$ cat src/rtl/axi_ad9467_delay_cal.sv
// IDELAY tap sweep for the AD9467 interface: scan all 32 taps against the PN monitor,
// pick the centre of the widest clean window, load it on every lane and read it back.
module axi_ad9467_delay_cal #(
    parameter int unsigned DATA_WIDTH    = 9,
    parameter int unsigned SETTLE_CYCLES = 64,
    parameter int unsigned CHECK_CYCLES  = 256,
    parameter int unsigned MIN_WINDOW    = 3
) (
    input  logic                      up_clk,
    input  logic                      up_rst,
    input  logic                      cal_start,
    input  logic                      cal_abort,
    input  logic                      up_status_pn_err,
    input  logic                      up_status_pn_oos,
    input  logic [5*DATA_WIDTH-1:0]   up_drdata,
    output logic [DATA_WIDTH-1:0]     up_dld,
    output logic [5*DATA_WIDTH-1:0]   up_dwdata,
    output logic                      cal_busy,
    output logic                      cal_done,
    output logic                      cal_fail,
    output logic [4:0]                cal_tap,
    output logic [5:0]                cal_width
);

    localparam int unsigned CntMax = (SETTLE_CYCLES > CHECK_CYCLES) ? SETTLE_CYCLES : CHECK_CYCLES;
    localparam int unsigned CntW   = (CntMax > 1) ? $clog2(CntMax) : 1;

    localparam logic [CntW-1:0] SettleLast = CntW'(SETTLE_CYCLES - 1);
    localparam logic [CntW-1:0] CheckLast  = CntW'(CHECK_CYCLES - 1);
    localparam logic [5:0]      MinWin     = 6'(MIN_WINDOW);

    typedef enum logic [3:0] {
        StIdle,
        StLoad,
        StSettle,
        StCheck,
        StEval,
        StApply,
        StASettle,
        StVerify,
        StEnd
    } state_e;

    state_e          state_q, state_d;
    logic [CntW-1:0] cnt_q, cnt_d;
    logic [4:0]      tap_q, tap_d;
    logic            pass_q, pass_d;
    logic [5:0]      run_len_q, run_len_d;
    logic [4:0]      run_start_q, run_start_d;
    logic [5:0]      best_len_q, best_len_d;
    logic [4:0]      best_start_q, best_start_d;
    logic            ok_q, ok_d;
    logic            done_q, done_d;
    logic            fail_q, fail_d;
    logic [4:0]      res_tap_q, res_tap_d;
    logic [5:0]      res_width_q, res_width_d;

    logic [4:0] center;
    logic [5:0] ext_len;
    logic [4:0] ext_start;
    logic [5:0] fin_len;
    logic       lanes_match;
    logic       load_en;
    logic [4:0] load_val;

    // best_len is never 0 when the centre is consumed, so the subtraction cannot wrap
    assign center = best_start_q + 5'((best_len_q - 6'd1) >> 1);

    always_comb begin
        ext_len   = pass_q ? run_len_q + 6'd1 : run_len_q;
        ext_start = (pass_q && run_len_q == 6'd0) ? tap_q : run_start_q;
        fin_len   = (ext_len > best_len_q) ? ext_len : best_len_q;
    end

    always_comb begin
        lanes_match = 1'b1;
        for (int i = 0; i < int'(DATA_WIDTH); i++) begin
            if (up_drdata[5*i +: 5] != center) begin
                lanes_match = 1'b0;
            end
        end
    end

    always_comb begin
        state_d      = state_q;
        cnt_d        = cnt_q;
        tap_d        = tap_q;
        pass_d       = pass_q;
        run_len_d    = run_len_q;
        run_start_d  = run_start_q;
        best_len_d   = best_len_q;
        best_start_d = best_start_q;
        ok_d         = ok_q;
        done_d       = done_q;
        fail_d       = fail_q;
        res_tap_d    = res_tap_q;
        res_width_d  = res_width_q;

        unique case (state_q)
            StIdle: begin
                if (cal_start) begin
                    state_d      = StLoad;
                    cnt_d        = '0;
                    tap_d        = 5'd0;
                    pass_d       = 1'b0;
                    run_len_d    = 6'd0;
                    run_start_d  = 5'd0;
                    best_len_d   = 6'd0;
                    best_start_d = 5'd0;
                    ok_d         = 1'b0;
                    done_d       = 1'b0;
                    fail_d       = 1'b0;
                end
            end
            StLoad: begin
                state_d = StSettle;
                cnt_d   = '0;
            end
            StSettle: begin
                if (cnt_q == SettleLast) begin
                    state_d = StCheck;
                    cnt_d   = '0;
                    pass_d  = 1'b1;
                end else begin
                    cnt_d = cnt_q + 1'b1;
                end
            end
            StCheck: begin
                pass_d = pass_q & ~up_status_pn_err & ~up_status_pn_oos;
                if (cnt_q == CheckLast) begin
                    state_d = StEval;
                    cnt_d   = '0;
                end else begin
                    cnt_d = cnt_q + 1'b1;
                end
            end
            StEval: begin
                // A failing tap or the last tap closes the run; ties keep the earlier window
                if (!pass_q || tap_q == 5'd31) begin
                    if (ext_len > best_len_q) begin
                        best_len_d   = ext_len;
                        best_start_d = ext_start;
                    end
                    run_len_d = 6'd0;
                end else begin
                    run_len_d   = ext_len;
                    run_start_d = ext_start;
                end
                if (tap_q == 5'd31) begin
                    if (fin_len < MinWin) begin
                        state_d = StEnd;
                        ok_d    = 1'b0;
                    end else begin
                        state_d = StApply;
                    end
                end else begin
                    tap_d   = tap_q + 5'd1;
                    state_d = StLoad;
                end
            end
            StApply: begin
                state_d = StASettle;
                cnt_d   = '0;
            end
            StASettle: begin
                if (cnt_q == SettleLast) begin
                    state_d = StVerify;
                    cnt_d   = '0;
                end else begin
                    cnt_d = cnt_q + 1'b1;
                end
            end
            StVerify: begin
                ok_d    = lanes_match;
                state_d = StEnd;
            end
            StEnd: begin
                done_d      = ok_q;
                fail_d      = ~ok_q;
                res_tap_d   = ok_q ? center : 5'd0;
                res_width_d = best_len_q;
                state_d     = StIdle;
            end
            default: begin
                state_d = StIdle;
            end
        endcase

        if (cal_abort && state_q != StIdle) begin
            state_d = StIdle;
            cnt_d   = '0;
            done_d  = 1'b0;
            fail_d  = 1'b1;
        end
    end

    always_ff @(posedge up_clk) begin
        if (up_rst) begin
            state_q      <= StIdle;
            cnt_q        <= '0;
            tap_q        <= 5'd0;
            pass_q       <= 1'b0;
            run_len_q    <= 6'd0;
            run_start_q  <= 5'd0;
            best_len_q   <= 6'd0;
            best_start_q <= 5'd0;
            ok_q         <= 1'b0;
            done_q       <= 1'b0;
            fail_q       <= 1'b0;
            res_tap_q    <= 5'd0;
            res_width_q  <= 6'd0;
        end else begin
            state_q      <= state_d;
            cnt_q        <= cnt_d;
            tap_q        <= tap_d;
            pass_q       <= pass_d;
            run_len_q    <= run_len_d;
            run_start_q  <= run_start_d;
            best_len_q   <= best_len_d;
            best_start_q <= best_start_d;
            ok_q         <= ok_d;
            done_q       <= done_d;
            fail_q       <= fail_d;
            res_tap_q    <= res_tap_d;
            res_width_q  <= res_width_d;
        end
    end

    // Load strobe is masked by abort and reset so no tap is written in those cycles
    assign load_en   = (state_q == StLoad || state_q == StApply) && !cal_abort && !up_rst;
    assign load_val  = (state_q == StApply) ? center : tap_q;
    assign up_dld    = {DATA_WIDTH{load_en}};
    assign up_dwdata = load_en ? {DATA_WIDTH{load_val}} : '0;

    assign cal_busy  = (state_q != StIdle);
    assign cal_done  = done_q;
    assign cal_fail  = fail_q;
    assign cal_tap   = res_tap_q;
    assign cal_width = res_width_q;

endmodule

$ cat config.mk
export PLATFORM = sky130hd
export DESIGN_NAME = axi_ad9467_delay_cal
export DESIGN_NICKNAME = d
export VERILOG_FILES = /design/src/rtl/axi_ad9467_delay_cal.sv
export SDC_FILE = /design/constraint.sdc
export NUM_CORES = 1
export LEC_CHECK = 0
export BUFFER_PORTS_ARGS = -buffer_cell sky130_fd_sc_hd__buf_2
export CORE_UTILIZATION = 47
export CTS_CLUSTER_DIAMETER = 40
export DETAILED_ROUTE_END_ITERATION = 7
export MAX_ROUTING_LAYER = met4
export PLACE_DENSITY_LB_ADDON = 0.05
export SYNTH_ARGS = -nofsm -noshare
export SYNTH_HDL_FRONTEND = slang
export SYNTH_SLANG_ARGS = --single-unit
$ cat constraint.sdc
create_clock -name up_clk -period 2.7 [get_ports up_clk]
set_input_delay 0.27 -clock up_clk [delete_from_list [all_inputs] [get_ports up_clk]]
set_output_delay 0.27 -clock up_clk [all_outputs]
set_load 0.1 [all_outputs]
==> metrics.txt, run 1 <==
die area about 8500 um2; share of layout cells above drive strength 1 0.364; Critical Path End Type output pin; EDFF count, synth 0; number of antenna-violating nets in the routed design 0; min Tclk post-route just under 3000 ps; sequential power share 0.352; fin util 0.735; CP Data Arrival Time about 2700 ps; share of the synthesized area in the top cell type 0.282; status complete, but fails checks; Logic pwr share 0.420; Core Rows 32; drt initial violations 196; largest net degree at the start of global routing 42; clock power share 0.228; initial antenna violation count 0; # clock sinks 54; Top Ports 119; worst reg-to-reg setup slack -130 ps; detailed-route via count around 3900; HP Class primary input to flip-flop; CTS tree yes; PD cells 427 nW/um2; post-DP HPWL roughly 8500 um; GP Congestion 0.815; Worst slew margin 0.596; Finished Cell Area ~5700 um2; first-pass GRT wire length about 18000 um; Die W ~92 um; Worst Max-Slew Pin Slew 603 ps; placed cells slightly below 700; reg2reg start best_len_q[1]; pre-CTS WS -122 ps; Clk pin slew, worst setup/hold paths 110 ps; unrepaired setup endpoints after global routing yes; Max-Cap Viols 0; GRT Util Overall 0.271; post-synthesis net count 565; R2R depth 12; H-Tree Depth 2; crit path capture up_dwdata[24]; Max clock buf depth 2; Worst Path Max Fanout 4; reg-to-reg endpoint ok_q; Leak 2.32 nW; ys async rst share 0; wire length per cell 16.1 um; Layout area overhead 49.9%; final setup margin -249 ps; Layout Skew roughly 13 ps; core area 7810 um2; Switching Share 0.423; number of remaining DRC errors 0; Final Hold Vio Count 0; YS warnings 0; worst skew pair latency between 300 and 400 ps; period utilization 1.09; WS Path Type flip-flop to output pin; hold path start cal_abort; Fmax achieved between 0.3 and 0.4 GHz; final wirelength 11300 um; n_diodes 0; worst hold-check slack around 340 ps; total gr overflow 0; Crit path required time 2430 ps; Area contributors post-synth dfxtp_1 (28%), buf_4 (9.6%), nor2_1 (5.7%), ha_1 (5.2%), a21oi_1 (4.7%); root buf cell clkbuf_8; Fillers 584; Starting Density 0.490; CTS buffer count 5; synthesized cell area 3830 um2; synthesis-stage register bit count 54; Psw 1.04 mW; Final #Nets 666; failing checks setup timing; DR pass1 iterations 5; top_reg_cell synth dfxtp_1; Critical Path Source best_len_q[1]; port bufs 118; Final Instance Count excl. Fillers roughly 700; via count of the first global-routing pass 3700; Post-Synthesis Cells 497; die height 92.2 um; Setup crit start kind flip-flop; placed cell area between 5000 and 6000 um2; Internal Power between 1 and 1.5 mW; final count of negative-setup-slack endpoints 37; Via density 5.57; register area share after synthesis 0.282; post-cts hold buffer count 0; post-synth cell types 61; Synth Area per Inst 7.70 um2; final slew viol count 0; biggest area consumer among synthesized cells dfxtp_1; Peak VDD IR 408 uV
==> synthesized netlist by cell type, drive strengths merged, types with 2 or more instances <==
cell    number
nor2        59
or3          5
nand2b       8
a31oi        9
a211oi       7
and3         4
inv         19
nor3        24
a21o         5
nand3       19
a41oi        2
nand3b       4
nand4b       2
nor2b        2
a22oi        7
or2          3
nor3b        2
xnor2       15
xor2         7
a22o         4
buf         55
mux2i       17
o31ai        2
nand2       42
a21oi       37
or4          5
o21ai       14
dfxtp       54
o311ai       2
nand4       10
nor4         7
ha          16
clkbuf      15
==> kinds of logic after synthesis <==
kind of cell / Yosys count / synth area share
fa+ha+maj: 17 / 0.0575
compound gates: 97 / 0.164
flops: 54 / 0.282
mux: 17 / 0.0445
buf+inv: 89 / 0.137
xor+xnor: 22 / 0.0503
simple gates: 201 / 0.265
==> per-stage QoR <==
step	setup TNS (ps)	total power [mW]
floorplan	-11080	1.64
finish	-4960	2.45
global route	-7780	2.56
CTS	-4760	2.44
detailed placement	-122	1.90
global placement	-14.3	1.88
==> layout make-up <==
| class | count | area [um2] | share of cell area |
|---|---|---|---|
| inverter | 19 | 71.3 | 0.0124 |
| sequential | 54 | 1100 | 0.191 |
| clock inverter | 2 | 37.5 | 0.00654 |
| timing repair buffer | 164 | 1920 | 0.334 |
| clock buffer | 6 | 72.6 | 0.0126 |
| tap | 102 | 128 | 0.0222 |
| multi-input combinational | 354 | 2420 | 0.421 |
==> cell usage in the layout, fill, tap and decap left out, types with 7 or more instances in the layout <==
cell,synthesis,final
a31oi_1,8,8
a22oi_1,7,7
buf_12,0,52
dfxtp_1,54,48
nand2b_1,7,7
buf_16,0,7
buf_4,49,34
mux2i_1,17,15
a21oi_1,36,33
nor3_1,23,22
xnor2_1,15,10
nor2_1,58,53
nand4_1,10,10
inv_1,18,14
nand2_1,42,42
buf_2,4,64
ha_1,16,12
o21ai_1,7,8
nand3_1,19,19
==> power by group through the flow <==
stage / Sequential (mW) / Combinational, mW / Clock, mW
floorplan: 0.891 / 0.746 / 0
global placement: 0.881 / 0.995 / 0
detailed placement: 0.882 / 1.01 / 0
CTS: 0.863 / 1.02 / 0.560
global route: 0.867 / 1.11 / 0.589
finish: 0.863 / 1.03 / 0.558
==> worst min path at each step <==
stage                        end  slack (ps)  depth (start not counted)
floorplan           cal_width[3]         450                          2
global placement      cal_tap[1]         440                          2
detailed placement  cal_width[0]         440                          2
CTS                     cal_fail         320                          3
global route            cal_fail         340                          3
finish                  cal_fail         340                          3
==> flip-flops by register name, summed over array words and instances, names as in the netlist <==
signal,cells
run_len_q,6
state_q,4
pass_q,1
ok_q,1
cal_done,1
tap_q,5
cal_width,6
run_start_q,5
cnt_q,8
best_len_q,6
best_start_q,5
cal_fail,1
cal_tap,5
==> worst max-delay path: stages (launching register included) <==
cell	delay (ps)
dfxtp_2	350
buf_6	120
nor3_4	170
xnor2_1	100
ha_1	340
buf_6	130
a21o_4	200
a21oi_4	170
xnor2_2	140
mux2i_2	110
nor2_4	160
clkbuf_16	200
buf_16	170
==> repair_timing <==
item                                    CTS  global route
pin swaps                                14             6
buffers inserted                          7             4
endpoints found under the setup margin   38            59
endpoints found under the hold margin     0             0
gates resized for setup                  22            18
gates cloned                              3             0
==> per-layer routing <==
layer  vias up  GRT usage  wire (um)
met2       128      0.489       6030
met5         -          -          0
met3        15     0.0415        527
met1      1845      0.312       4540
met4         0     0.0742        159
li1       1915          -          -
No activity file was read; power rests on OpenSTA's default activity.
==> run 2, diff against run 1 <==
--- a/config.mk
+++ b/config.mk
@@ -6,7 +6,7 @@
 export NUM_CORES = 1
 export LEC_CHECK = 0
 export BUFFER_PORTS_ARGS = -buffer_cell sky130_fd_sc_hd__buf_2
-export CORE_UTILIZATION = 47
+export CORE_UTILIZATION = 46
 export CTS_CLUSTER_DIAMETER = 40
 export DETAILED_ROUTE_END_ITERATION = 7
 export MAX_ROUTING_LAYER = met4
==> metrics.txt, run 2 (synthesis results as in run 1) <==
initial antenna violation count 0 (unchanged); Peak VDD IR 420 uV (+3.0%); share of layout cells above drive strength 1 0.369 (+0.00466); Max-Cap Viols 0 (unchanged); register area 1090 um2 (-0.11%); Die W 93.2 um (+1.1%); via count of the first global-routing pass 3746 (+1.2%); Metal-1 WL 4390 um (-3.3%); CTS tree yes; port bufs 118 (unchanged); commonest non-fill, non-tap cells in the layout buf_2 (64), nor2_1 (54), dfxtp_1 (49), buf_12 (48), nand2_1 (42); top layer in use met4; Via density 5.53 (-0.65%); drt initial violations 204 (+4.1%); Layout area overhead 53.9%; routed wl met3 670 um (+27%); Fmax achieved 0.337 GHz (-0.50%); worst reg-to-reg setup slack -170 ps (-40 ps); final wirelength 10900 um (-3.3%); final slew viol count 0 (unchanged); post-DP HPWL 8170 um (-3.9%); Worst Max-Slew Pin Slew 659 ps (+55.9 ps); placed cell area 5300 um2 (unchanged); Critical Path Source best_len_q[1]; final count of negative-setup-slack endpoints 37 (unchanged); die area 8690 um2 (+2.1%); reg-to-reg endpoint ok_q; final setup margin -264 ps (-14.7 ps); failing checks setup timing; min Tclk post-route 2960 ps (+14.7 ps); Clk pin slew, worst setup/hold paths 100 ps (about the same); die height 93.2 um (+1.1%); detailed-route via count 3911 (+0.20%); Worst slew margin 0.559 (-0.0374); number of remaining DRC errors 0 (unchanged); Final Hold Vio Count 0 (unchanged); Top reg by flops cnt_q; Max clock buf depth 2 (unchanged); GP Congestion 0.817 (+0.26%); Leak 2.39 nW (+3.0%); reg2reg start best_len_q[1]; Critical Path End Type output pin; total gr overflow 0 (unchanged); total power 2.52 mW (+2.8%); routed wl met2 5650 um (-6.4%); n_diodes 0 (unchanged); Core Rows 32 (unchanged); Top Ports 119 (unchanged); post-cts hold buffer count 0 (unchanged); area of the multi-input gates 2440 um2 (+1.1%); max reg flops 8 (unchanged); Starting Density 0.485 (-0.00498); period utilization 1.10 (+0.00546); R2R depth 11 (-1); wire length per cell 15.4 um (-4.1%); largest net degree at the start of global routing 42 (unchanged); number of antenna-violating nets in the routed design 0 (unchanged); core area 7890 um2 (+1.0%); first-pass GRT wire length 17500 um (-4.2%); status complete, but fails checks; Crit path required time 2430 ps (about the same); DR pass1 iterations 5 (unchanged); commonest non-fill, non-tap cell in the layout buf_2; worst skew pair latency 310 ps (about the same); root buf cell clkbuf_8; crit path capture up_dwdata[14]; Worst Path Max Fanout 4 (unchanged); H-Tree Depth 2 (unchanged); # clock sinks 54 (unchanged); Finished Cell Area 5890 um2 (+2.7%); Final #Nets 672 (+0.90%); Setup crit start kind flip-flop; pre-CTS WS -116 ps (+5.18 ps); HP Class primary input to flip-flop; Layout Skew 12.2 ps (-1.20 ps); PD cells 427 nW/um2 (+0.10%); Fillers 551 (-5.7%); WS Path Type flip-flop to output pin; CP Data Arrival Time 2690 ps (about the same); GRT Util Overall 0.256 (-0.0158); unrepaired setup endpoints after global routing yes; CTS buffer count 5 (unchanged)
run 2: worst min-delay path by stage:
| stage | start | to | slack, ps | depth (start not counted) |
|---|---|---|---|---|
| 6_report | cal_abort | cal_fail | 300 | 3 |
| 5_1_grt | cal_abort | cal_fail | 330 | 3 |
| 4_1_cts | cal_abort | cal_fail | 300 | 3 |
| 3_5_place_dp | cal_tap[1] | cal_tap[1] | 440 | 2 |
| 3_3_place_gp | cal_tap[1] | cal_tap[1] | 440 | 2 |
| 2_1_floorplan | best_len_q[3] | cal_width[3] | 450 | 2 |
run 2: final cells by class:
cell class                 count  share of cell area
clock buffer                   7              0.0183
clock inverter                 1             0.00510
multi-input combinational    354               0.415
inverter                      19              0.0121
timing repair buffer         170               0.342
tap                          102              0.0217
sequential                    54               0.186
run 2: what timing repair did:
action,4_1_cts,5_1_grt
endpoints found under the hold margin,0,0
gates cloned,4,0
resized for setup,28,16
setup buffers,9,7
setup endpoints to repair,38,60
pin swaps,12,7
run 2: worst max-delay path, stage by stage (launching register included):
cell	delay, ps
dfxtp_2	350
buf_6	120
nor3_4	180
xnor2_1	160
ha_1	300
buf_6	130
a21o_4	200
a21oi_4	160
xnor2_2	140
mux2i_2	110
nor2_4	160
clkbuf_16	200
buf_16	170
run 2: metal layers:
| layer | vias to the layer above | track usage |
|---|---|---|
| met5 | - | - |
| met4 | 0 | 0.0795 |
| met3 | 17 | 0.0439 |
| met2 | 144 | 0.461 |
| met1 | 1813 | 0.287 |
| li1 | 1937 | - |
run 2: where the power goes:
part	internal, mW	switching [mW]	total (mW)
Clock	0.359	0.277	0.636
Sequential	0.823	0.0523	0.875
Combinational	0.311	0.695	1.01
run 2: through the flow:
step	util	std cells	TNS [ps]	hold WS (ps)
after floorplan	-	497	-11080	454
after CTS	0.733	700	-4470	300
after global placement	0.672	679	-26.1	438
after global routing	0.747	707	-8650	333
after detailed placement	0.672	679	-116	441
final	0.747	707	-6040	300
